<file path="src/rtl/multiplex_display_pkg.sv">
// Shared constants for the multiplexed 7-segment display: segment table and blank/off patterns.
package multiplex_display_pkg;

    typedef logic [3:0] hex_t;
    typedef logic [6:0] seg_t;

    // Active-low {g,f,e,d,c,b,a}, entry 0 in the low slice.
    localparam logic [15:0][6:0] SEG_TABLE = {
        7'b0001110,  // F
        7'b0000110,  // E
        7'b0100001,  // d
        7'b1000110,  // C
        7'b0000011,  // b
        7'b0001000,  // A
        7'b0010000,  // 9
        7'b0000000,  // 8
        7'b1111000,  // 7
        7'b0000010,  // 6
        7'b0010010,  // 5
        7'b0011001,  // 4
        7'b0110000,  // 3
        7'b0100100,  // 2
        7'b1111001,  // 1
        7'b1000000   // 0
    };

    localparam seg_t       SEG_BLANK = 7'h7F;
    localparam logic [7:0] ANODE_OFF = 8'hFF;

endpackage

</file>
<file path="src/rtl/multiplex_display_seg7_decoder.sv">
// Combinational hex-to-7-segment decoder, active-low outputs.
module seg7_decoder
    import multiplex_display_pkg::*;
(
    input  hex_t hex,
    output seg_t seg
);
    assign seg = SEG_TABLE[hex];
endmodule

</file>
<file path="src/rtl/multiplex_display.sv">
// Eight-digit time-multiplexed 7-segment driver.
// Optional leading-zero blanking is enabled by defining MULTIPLEX_DISPLAY_LZB_EN.
module multiplex_display
    import multiplex_display_pkg::*;
#(
    parameter int unsigned REFRESH_DIV = 100000
) (
    input  logic       clk,
    input  logic       rst_n,
    output logic [7:0] anode,
    output logic [6:0] cathode,
    input  logic [3:0] digit7,
    input  logic [3:0] digit6,
    input  logic [3:0] digit5,
    input  logic [3:0] digit4,
    input  logic [3:0] digit3,
    input  logic [3:0] digit2,
    input  logic [3:0] digit1,
    input  logic [3:0] digit0
);
    localparam int unsigned     CNT_W    = (REFRESH_DIV > 1) ? $clog2(REFRESH_DIV) : 1;
    localparam logic [CNT_W-1:0] CNT_LAST = CNT_W'(REFRESH_DIV - 1);

    logic [CNT_W-1:0] cnt;
    logic [2:0]       sel;
    logic [7:0][3:0]  digits;
    hex_t             cur_digit;
    seg_t             seg;
    logic             blank;

    assign digits = {digit7, digit6, digit5, digit4, digit3, digit2, digit1, digit0};

    always_comb cur_digit = digits[sel];

    seg7_decoder u_dec (
        .hex (cur_digit),
        .seg (seg)
    );

`ifdef MULTIPLEX_DISPLAY_LZB_EN
    // nz[k] is set when digit k or any higher digit is non-zero.
    logic [7:0] nz;

    always_comb begin
        nz    = '0;
        nz[7] = |digits[7];
        for (int unsigned i = 1; i < 8; i++) begin
            nz[3'(7 - i)] = nz[3'(8 - i)] | (|digits[3'(7 - i)]);
        end
        blank = (sel != 3'd0) && !nz[sel];
    end
`else
    assign blank = 1'b0;
`endif

    // anode and cathode both come from the pre-increment sel so they always agree.
    always_ff @(posedge clk) begin
        if (!rst_n) begin
            cnt     <= '0;
            sel     <= '0;
            anode   <= ANODE_OFF;
            cathode <= SEG_BLANK;
        end else begin
            if (cnt == CNT_LAST) begin
                cnt <= '0;
                sel <= sel + 3'd1;
            end else begin
                cnt <= cnt + 1'b1;
            end
            anode   <= ~(8'b1 << sel);
            cathode <= blank ? SEG_BLANK : seg;
        end
    end

endmodule

</file>
<file path="config.mk">
export PLATFORM = sky130hd
export DESIGN_NAME = multiplex_display
export DESIGN_NICKNAME = d
export VERILOG_FILES = /design/src/rtl/multiplex_display_pkg.sv /design/src/rtl/multiplex_display_seg7_decoder.sv /design/src/rtl/multiplex_display.sv
export SDC_FILE = /design/constraint.sdc
export NUM_CORES = 1
export LEC_CHECK = 0
export ABC_AREA = 1
export BUFFER_PORTS_ARGS = -buffer_cell sky130_fd_sc_hd__buf_2
export CELL_PAD_IN_SITES_DETAIL_PLACEMENT = 0
export CELL_PAD_IN_SITES_GLOBAL_PLACEMENT = 2
export CORE_ASPECT_RATIO = 0.8
export CORE_MARGIN = 5
export CORE_UTILIZATION = 31
export DETAILED_ROUTE_END_ITERATION = 10
export PLACE_DENSITY = 0.83
export SKIP_LAST_GASP = 1
export SYNTH_ARGS = -nofsm -noshare
export SYNTH_HDL_FRONTEND = slang
export SYNTH_SLANG_ARGS = --single-unit
</file>
<file path="constraint.sdc">
create_clock -name clk -period 3.6 [get_ports clk]
set_input_delay 0.18 -clock clk [delete_from_list [all_inputs] [get_ports clk]]
set_output_delay 0.18 -clock clk [all_outputs]
set_load 0.01 [all_outputs]
</file>
# Word level (Yosys, flattened, before mapping)
# Memories as Yosys holds them, arrays and structs flattened. A register that Yosys moved wholly into a read port is not among the register bits.
# Cells that the tools add are included.
[classes] n_addsub=2 magnitude_cmp=1 eq_ne=1 n_shift=1 mux=2 n_bitwise=2 reduce_logical=2
[op_table] cell="adder 17 x 1 -> 17 bit, second input constant" n=1
[op_table] cell="== test 17 bit, second input constant" n=1
[op_table] cell="binary-select mux 4 bit (select 3 bit)" n=1
[op_table] cell="NOT 8 bit" n=1
[op_table] cell="<< shifter 1 x 3 -> 8 bit, first input constant" n=1
[op_table] cell="< comparator 3 x 4 -> 1 bit, second input constant" n=1
[op_table] cell="2-to-1 mux 4 bit" n=1
[op_table] cell="adder 3 x 1 -> 3 bit, second input constant" n=1
[op_table] cell="OR reduction 2 bit" n=1
[op_table] cell="zero test 1 bit" n=1
[op_table] cell="NOT 1 bit" n=1
[totals] register_bits=28 mem_bits_ro=112 inputBits=34 out_inout_bits=15 mem_count=1
[memory_table] memory="(name not given)" words=16 width=7 rd=1 rd_clocked_by_memory_dff=1 wr=0 line_no="multiplex_display_seg7_decoder.sv:8" rtl="assign seg = SEG_TABLE[hex];"

# Longest topological paths before layout
# Gate-level depths: netlist (run 1).
[logic_depth] ltp_word=2 depth_mapped=14 ltp_nobuf=12

# Hierarchy
# From an unflattened synthesis (run 1), not the netlist that was laid out.
[unflattened] cells_unflattened=293 area_unflattened_um2=2055.7
[by_module_without_submodules] module="multiplex_display" n_inst=1 cells_per_inst=244 area_per_inst_um2=1781.7
[by_module_without_submodules] module="seg7_decoder" n_inst=1 cells_per_inst=49 area_per_inst_um2=274.0

# Least setup slack after synthesis (run 1)
# No wires, ideal clock.
[synth_timing] kind="reg-to-reg" from="reg sel[0]" to="reg cathode[5]" setup_ns=0.134 arrival_time_ns=1.512 required_ns=3.466 slack_ns=1.955 stages_incl_launch_ff=14 n_path_buf=2 synth_period_minus_slack_ns=1.645 cell_sequence="dfxtp_1 -> buf_6 -> inv_8 -> buf_12 -> nand2_1 -> nand3_1 -> nand3_1 -> o21ai_2 -> inv_1 -> ha_1 -> nand3_1 -> nand2_1 -> nand2_1 -> nand3_1"
[synth_between] elab_chain_len=2
[synth_lines] element="start, declared" line_no="multiplex_display.sv:25" rtl="logic [2:0] sel;"
[synth_lines] element="start signal, assigned" line_no="multiplex_display.sv:66" rtl="sel <= sel + 3'd1;"
[synth_lines] element="binary-select mux 4 bit (select 3 bit)" line_no="multiplex_display.sv:33" rtl="always_comb cur_digit = digits[sel];"
[synth_lines] element="2-to-1 mux 4 bit (implied by the code)" line_no="multiplex_display.sv:33"
[synth_lines] element="end, declared" line_no="multiplex_display.sv:11" rtl="output logic [6:0] cathode,"
# No other way between the ends. The select of a mux whose other input is x is not followed.
# A chain may end at the register's enable or synchronous reset.

# Worst setup path in the final report (run 1)
# Same ends and word-level chain as after synthesis.

==> results of run 1 <==
power groups by stage:
| stage | registers [mW] | logic [mW] | clock network (mW) |
|---|---|---|---|
| 6_report | 0.400 | 0.0885 | 0.280 |
| 2_1_floorplan | 0.412 | 0.0519 | 0 |
| 3_3_place_gp | 0.409 | 0.0913 | 0 |
| 4_1_cts | 0.400 | 0.0899 | 0.291 |
| 3_5_place_dp | 0.409 | 0.0896 | 0 |
| 5_1_grt | 0.402 | 0.102 | 0.306 |
flip-flops by register name, summed over array words and instances (netlist names):
name     flops
anode        8
cathode      7
sel          3
cnt         17
layout make-up:
cell class / count / area [um2] / share of cell area (%)
flip-flops and latches: 35 / 701 / 27.7
multi-input cells: 218 / 1180 / 46.7
clock buffers: 5 / 68.8 / 2.72
repair buffers: 48 / 240 / 9.48
inverters: 54 / 213 / 8.40
clock inverters: 3 / 20.0 / 0.790
well taps: 87 / 109 / 4.30
cells by family after synthesis:
kind of cell             count (synthesis)  share of synthesized area, %
adder cells (fa/ha/maj)                 13                          7.48
buffers and inverters                   62                          13.5
AO/OA/AOI/OAI                           17                          4.66
flip-flops                              35                          32.2
XOR/XNOR                                 3                          1.21
AND/OR/NAND/NOR                        185                          41.0
metrics by stage:
| step | utilization (%) | cell area [um2] | instances | setup WS (ps) | hold slack (ps) |
|---|---|---|---|---|---|
| 2_1_floorplan | - | 2180 | 315 | 1950 | 417 |
| 5_1_grt | 36.9 | 2530 | 450 | 1060 | 248 |
| 3_3_place_gp | 35.7 | 2440 | 442 | 1340 | 427 |
| 6_report | 36.9 | 2530 | 450 | 1360 | 239 |
| 4_1_cts | 36.9 | 2530 | 450 | 1330 | 231 |
| 3_5_place_dp | 35.7 | 2440 | 442 | 1340 | 435 |
Yosys cell counts, types with 3 or more instances:
cell,number,area [um2]
a21oi_1,10,50.1
dfxtp_1,35,701
ha_1,13,163
inv_1,49,184
nand2_1,82,308
nand2_2,8,50.1
nand2_4,4,45.0
nand3_1,42,210
nand3_2,6,60.1
nand4_1,5,31.3
nor2_1,22,82.6
nor2_2,4,25.0
nor3_1,7,35.0
o21ai_0,4,20.0
xor2_1,3,26.3
worst max path at each step:
stage                            endpoint  cells past startpoint  slack (ps)           startpoint
finish              cathode[5]$_SDFF_PN1_                     10        1360  sel[0]$_SDFFE_PN0N_
CTS                 cathode[5]$_SDFF_PN1_                     10        1330  sel[0]$_SDFFE_PN0N_
global route        cathode[5]$_SDFF_PN1_                     10        1060  sel[0]$_SDFFE_PN0N_
detailed placement  cathode[5]$_SDFF_PN1_                     10        1340  sel[0]$_SDFFE_PN0N_
global placement    cathode[5]$_SDFF_PN1_                     10        1340  sel[0]$_SDFFE_PN0N_
floorplan           cathode[5]$_SDFF_PN1_                     13        1950  sel[0]$_SDFFE_PN0N_
routing by layer:
layer | global-route usage [%] | up-vias | share of wire (%)
met4 | 3.53 | 0 | 0.73
met5 | 0 | - | 0
met1 | 16.5 | 896 | 51
li1 | - | 1076 | -
met3 | 2.66 | 2 | 5.1
met2 | 17.1 | 49 | 43
critical path: cells and delay by family, from the launching register on:
kind	cells	cell delay (ps)
flip-flops	1	860
AND/OR/NAND/NOR	7	630
AO/OA/AOI/OAI	1	250
adder cells (fa/ha/maj)	1	230
buffers and inverters	1	130
==> metrics.md, run 1 <==
| Metric | Value |
|---|---|
| PortBufs | `between 40 and 50` |
| R2r endpoint | `cathode[5]$_SDFF_PN1_` |
| DR WL/cell | `roughly 11 um` |
| Switching Share | `between 20% and 30%` |
| Die W | `approximately 100 um` |
| Req. time, crit path | `3750 ps` |
| TritonCTS clock tree | `built` |
| Final hold violation count | `0` |
| Int Power | `approximately 0.57 mW` |
| Number of global-route vias before repair | `roughly 1900` |
| Total die area | `8800 um2` |
| CTS clock-pin slew for the worst setup and hold paths | `approximately 70 ps` |
| Syn Nets | `about 360` |
| Synth async-reset ratio | `0%` |
| Status | `finished clean` |
| Worst Skew | `7.53 ps` |
| Slew Limit Headroom | `between 40% and 50%` |
| Number of top-level pins | `just under 50` |
| Pwr Density | `304 nW/um2` |
| Design Power | `0.769 mW` |
| WS Path Type | `register to register` |
| Post-CTS setup buffer count | `0` |
| Num rows | `27` |
| Crit path max fanout | `20` |
| Layout cell share with drive strength beyond 1 | `about a quarter` |
| Worst Setup End Kind | `register` |
| Cell depth of the worst hold path | `2` |
| Sequential area share after synthesis | `32.2%` |
| Leading cell type in the layout, fill and taps excluded | `nand2_1` |
| CP max stage delay | `860 ps` |
| Clk root buf | `clkbuf_8` |
| Logic gate share of total power | `a little under an eighth` |
| Pin count of the biggest net entering global routing | `21` |
| Hold_buf cts | `0` |
| R2r setup slk | `around 1400 ps` |
| CTS buffer count | `5` |
| Syn avg cell area | `between 6 and 7 um2` |
| CP max-delay cell | `dfxtp_1` |
| Gr ovfl total | `0` |
| Residual DRC count | `0` |
| Yosys reg bits | `35` |
| Worst Hold Path EP | `anode[3]$_SDFF_PN1_` |
| Detailed placement HPWL | `3930 um` |
| Maximum vdd drop | `~0.00013 V` |
| Skew-Pair Late Insertion Delay | `around 280 ps` |
| Via density per instance | `roughly 4.5` |
| RSZ-0062 raised after global routing | `false` |
| Actual slew at the worst max-slew pin | `between 800 and 900 ps` |
| Final #Nets | `just over 400` |
| Initial antenna violation count | `0` |
| YS warnings | `0` |
| Antenna-violating nets left | `0` |
| CTS H-tree depth | `2` |
| Most frequent cells in the layout | `nand2_1, inv_1, buf_2, nand3_1, dfxtp_1` |
| Filler instances | `738` |
| Final wirelength | `4950 um` |
| DR vias | `roughly 2000` |
| Syn-to-layout area delta | `16.4%` |
| Die Y | `84.9 um` |
| Ys flop type | `dfxtp_1` |
| Hold Path Class | `primary input to register` |
| Worst EP arrival | `about 2400 ps` |
| Sequential Power Share | `between 50% and 60%` |
| Setup violations, final | `0` |
| CORE AREA | `6860 um2` |
| Switching power | `around 0.20 mW` |
| MaxCap Viol Count | `0` |
| Clock power share | `approximately 36%` |
| Setup TNS Final | `0 ps` |
| Max Slew Vio Count | `0` |
| Fmax | `around 0.45 GHz` |
| Synth unique cells | `33` |
| Initial Util | `a little under a third` |
| Synthesized cell area | `roughly 2200 um2` |
| First-pass GRT wire length | `roughly 8500 um` |
| R2R cell count | `10` |
| FF-to-FF Start | `sel[0]$_SDFFE_PN0N_` |
| Post-CTS sizing | `0` |
| Leakage power | `~1.2 nW` |
| Gr usage total | `between 10% and 20%` |
| Top cell by count, worst path | `nand2_1` |
| Clock sinks | `35` |
| CTS max path bufs | `2` |
| Number of flops mapped to enable cells by yosys | `0` |
| Final worst path period share | `slightly above 60%` |
| CP Launch Type | `register` |
| Cell Chain, Critical Path | `nand2_1 -> nand3_1 -> nand2_1 -> o21ai_2 -> inv_1 -> ha_1 -> nand3_1 -> nand2_1 -> nand2_1 -> nand3_1` |
| Hold Startpoint | `rst_n` |
| Min Clock Period, post-route | `around 2200 ps` |
| First-pass detailed-route iteration total | `4` |
| Initial DRC Count | `roughly 110` |
| GPL Wtd Cong | `0.813` |
| Post-Syn Instances | `roughly 320` |
| Antenna fix cells | `0` |
(Power assumes the default switching activity.)
==> run 2, diff against run 1 <==
--- a/config.mk
+++ b/config.mk
@@ -5,15 +5,15 @@
 export SDC_FILE = /design/constraint.sdc
 export NUM_CORES = 1
 export LEC_CHECK = 0
-export ABC_AREA = 1
+export ABC_AREA = 0
 export BUFFER_PORTS_ARGS = -buffer_cell sky130_fd_sc_hd__buf_2
 export CELL_PAD_IN_SITES_DETAIL_PLACEMENT = 0
 export CELL_PAD_IN_SITES_GLOBAL_PLACEMENT = 2
 export CORE_ASPECT_RATIO = 0.8
 export CORE_MARGIN = 5
-export CORE_UTILIZATION = 31
+export CORE_UTILIZATION = 28
 export DETAILED_ROUTE_END_ITERATION = 10
-export PLACE_DENSITY = 0.83
+export PLACE_DENSITY = 0.74
 export SKIP_LAST_GASP = 1
 export SYNTH_ARGS = -nofsm -noshare
 export SYNTH_HDL_FRONTEND = slang
==> constraint.sdc (replaced) <==
create_clock -name clk -period 2 [get_ports clk]
set_input_delay 0.1 -clock clk [delete_from_list [all_inputs] [get_ports clk]]
set_output_delay 0.1 -clock clk [all_outputs]
set_load 0.01 [all_outputs]
==> run 2 against run 1 <==
Utilization rose by 1.1 points. Area after synthesis is 15% lower. Final cell count fell by 24%. Critical path depth shrank 3. Routed wire length fell by 19%.
==> metrics.md, run 2 <==
| Metric | Value |
|---|---|
| Synth cell count leaders | `dfxtp_1, nor2_1, nand2_1` |
| Initial antenna violation count | `0` |
| Slew Limit Headroom | `roughly 75%` |
| Setup ws final | `between 70 and 80 ps` |
| Die W | `roughly 100 um` |
| Number of flops mapped to enable cells by yosys | `0` |
| Largest delay share family, worst path | `multiplexers` |
| Clock sinks | `35` |
| First-pass detailed-route iteration total | `4` |
| YS warnings | `0` |
| Initial Util | `approximately 29%` |
| First-pass GRT wire length | `6910 um` |
| Final Util | `a little under two fifths` |
| Hold_buf cts | `0` |
| Adder-Cell Fraction of Synth Area | `roughly 9%` |
| DR vias | `about 1500` |
| PortBufs | `48` |
| Cell taking the most area after synthesis | `dfxtp_1` |
| Syn Nets | `approximately 240` |
| Setup violations, final | `0` |
| Sequential area share after synthesis | `around 38%` |
| Worst Skew | `roughly 8.7 ps` |
| Number of global-route vias before repair | `roughly 1600` |
| MaxCap Viol Count | `0` |
| Total die area | `8380 um2` |
| Pin count of the biggest net entering global routing | `17` |
| Most frequent cells in the layout | `buf_2, dfxtp_1, nor2_1, buf_4, nand2_1` |
| Num rows | `26` |
| Hold Path Class | `primary input to register` |
| WS Path Type | `register to register` |
| Detailed placement HPWL | `between 3000 and 4000 um` |
| Synth async-reset ratio | `0%` |
| Top-count cell post-synth | `dfxtp_1` |
| TritonCTS clock tree | `built` |
| CTS buffer count | `5` |
| Buffers & Inverters on Critical Path | `1` |
| Min Clock Period, post-route | `1930 ps` |
| Synthesized cell area | `approximately 1900 um2` |
| Req. time, crit path | `around 2200 ps` |
| CTS max path bufs | `2` |
| Final wirelength | `roughly 4000 um` |
| Initial DRC Count | `40` |
| Crit path max fanout | `8` |
| CTS clock-pin slew for the worst setup and hold paths | `roughly 80 ps` |
| Skew-Pair Late Insertion Delay | `290 ps` |
| Status | `finished clean` |
| Largest family of logic cells by synthesized area | `simple AND/OR/NAND/NOR gates` |
| Simple logic cell fraction of the synthesized area | `~18%` |
| CORE AREA | `roughly 6400 um2` |
| Registers with the most flip-flops | `cnt (17), anode (8), cathode (7)` |
| DR WL/cell | `about 12 um` |
| CP Launch Type | `register` |
| Post-Syn Instances | `approximately 190` |
| Post-Place Cells | `332` |
| Layout cell share with drive strength beyond 1 | `around 38%` |
| RSZ-0062 raised after global routing | `true` |
| Yosys reg bits | `35` |
| CP max-delay cell | `mux4_2` |
| Gr usage total | `around 10%` |
| Post-synthesis mux area share | `between 10% and 20%` |
| Syn-to-layout area delta | `31.2%` |
| Final hold violation count | `0` |
| Max Slew Vio Count | `0` |
| Final #Nets | `306` |
| Antenna-violating nets left | `0` |
| Syn avg cell area | `9.84 um2` |
| Post-synthesis xor/xnor area fraction | `7.07%` |
| Dpl ws | `-34.0 ps` |
| Actual slew at the worst max-slew pin | `between 300 and 400 ps` |
| Cell Chain, Critical Path | `mux4_2 -> mux2i_4 -> inv_2 -> ha_4 -> a21boi_2 -> a31oi_1 -> o211ai_1` |
| Ys flop type | `dfxtp_1` |
| Synth Area in Compound Gates | `under 10%` |
| Residual DRC count | `0` |
| Gr ovfl total | `0` |
| Synth unique cells | `45` |
| GPL Wtd Cong | `~0.84` |
| Pwr Density | `roughly 580 nW/um2` |
| Worst EP arrival | `approximately 2100 ps` |
| Via density per instance | `roughly 4.5` |
| Antenna fix cells | `0` |
| CTS H-tree depth | `2` |
| Number of top-level pins | `approximately 50` |
| CP max stage delay | `about 540 ps` |
| Worst Setup End Kind | `register` |
| Maximum vdd drop | `between 0.0002 and 0.00025 V` |
| Final worst path period share | `96.4%` |
| Top reg by flops | `cnt` |
| Fmax | `approximately 0.52 GHz` |
| Leakage power | `around 1.0 nW` |
| Yosys top cell area share | `37.7%` |
| Main area contributors after synthesis | `dfxtp_1, ha_1, nor2_1` |
| Clk root buf | `clkbuf_8` |
| Leading cell type in the layout, fill and taps excluded | `buf_2` |
| Die Y | `just over 80 um` |
| Fin cells | `approximately 340` |
| Max reg flops | `17` |
-- run 2: changes by cell type in the layout (fill, tap and decap cells not counted), moves of 6 or more --
cell	previous run	this run
nand2_2	8	0
nor3_1	7	0
buf_4	0	20
nand3_1	42	10
a21oi_1	10	4
xnor2_1	0	7
inv_1	49	6
nand2_1	82	15
-- run 2: metrics by stage --
stage	total power [mW]	setup TNS, ps	hold slack, ps	instance area [um2]
6_report	1.41	0	119	2440
5_1_grt	1.48	-80.9	126	2440
4_1_cts	1.43	0	103	2380
3_5_place_dp	0.900	-34.0	412	2280
3_3_place_gp	0.901	-13.6	413	2280
2_1_floorplan	0.826	0	246	1860
-- run 2: cells by family (layout without fill, tap and decap cells) --
| family | count (synthesis) | in the layout |
|---|---|---|
| AO/OA/AOI/OAI | 25 | 25 |
| XOR/XNOR | 15 | 15 |
| adder cells (fa/ha/maj) | 13 | 13 |
| buffers and inverters | 15 | 86 |
| flip-flops | 35 | 35 |
| multiplexers | 16 | 16 |
| AND/OR/NAND/NOR | 70 | 70 |
-- run 2: timing repair --
item | CTS | global route
resized for setup | 2 | 9
setup endpoints to repair | 5 | 6
pin swaps | 0 | 2
buffers inserted | 0 | 4
-- run 2: final timing paths --
kind                                               to                 from  slack [ps]  depth (start not counted)
worst max-delay path            cathode[3]$_SDFF_PN1_  sel[0]$_SDFFE_PN0N_          70                          7
worst min-delay path              anode[7]$_SDFF_PN1_                rst_n         120                          2
worst max register to register  cathode[3]$_SDFF_PN1_  sel[0]$_SDFFE_PN0N_          70                          7
worst min register to register     cnt[16]$_SDFF_PP0_   cnt[16]$_SDFF_PP0_         490                          2
-- run 2: layout make-up --
cell class / count / area [um2]
Clock buffer: 5 / 68.8
Clock inverter: 3 / 23.8
Fill cell: 642 / 3970
Inverter: 9 / 36.3
Multi-Input combinational cell: 139 / 1100
Sequential cell: 35 / 704
Tap cell: 84 / 105
Timing Repair Buffer: 69 / 402
-- run 2: power by group --
part	leakage (nW)	switching [mW]	internal (mW)
sequential	0.286	0.00804	0.713
combinational	0.677	0.0815	0.0901
clock	0.0408	0.268	0.249
-- run 2: worst register-to-register path, delay by kind of cell (launching register included) --
kind / cells / cell delay, ps
multiplexers: 2 / 710
flip-flops: 1 / 420
AO/OA/AOI/OAI: 3 / 420
adder cells (fa/ha/maj): 1 / 160
buffers and inverters: 1 / 90
-- run 2: metal layers --
| layer | vias to the layer above | part of all wire (%) | wire, um | track usage [%] |
|---|---|---|---|---|
| met5 | - | 0 | 0 | 0 |
| met4 | 0 | 1.5 | 60 | 3.62 |
| met2 | 45 | 44 | 1750 | 15.7 |
| li1 | 810 | - | - | - |
| met3 | 6 | 5.8 | 234 | 2.76 |
| met1 | 674 | 49 | 1960 | 12.9 |
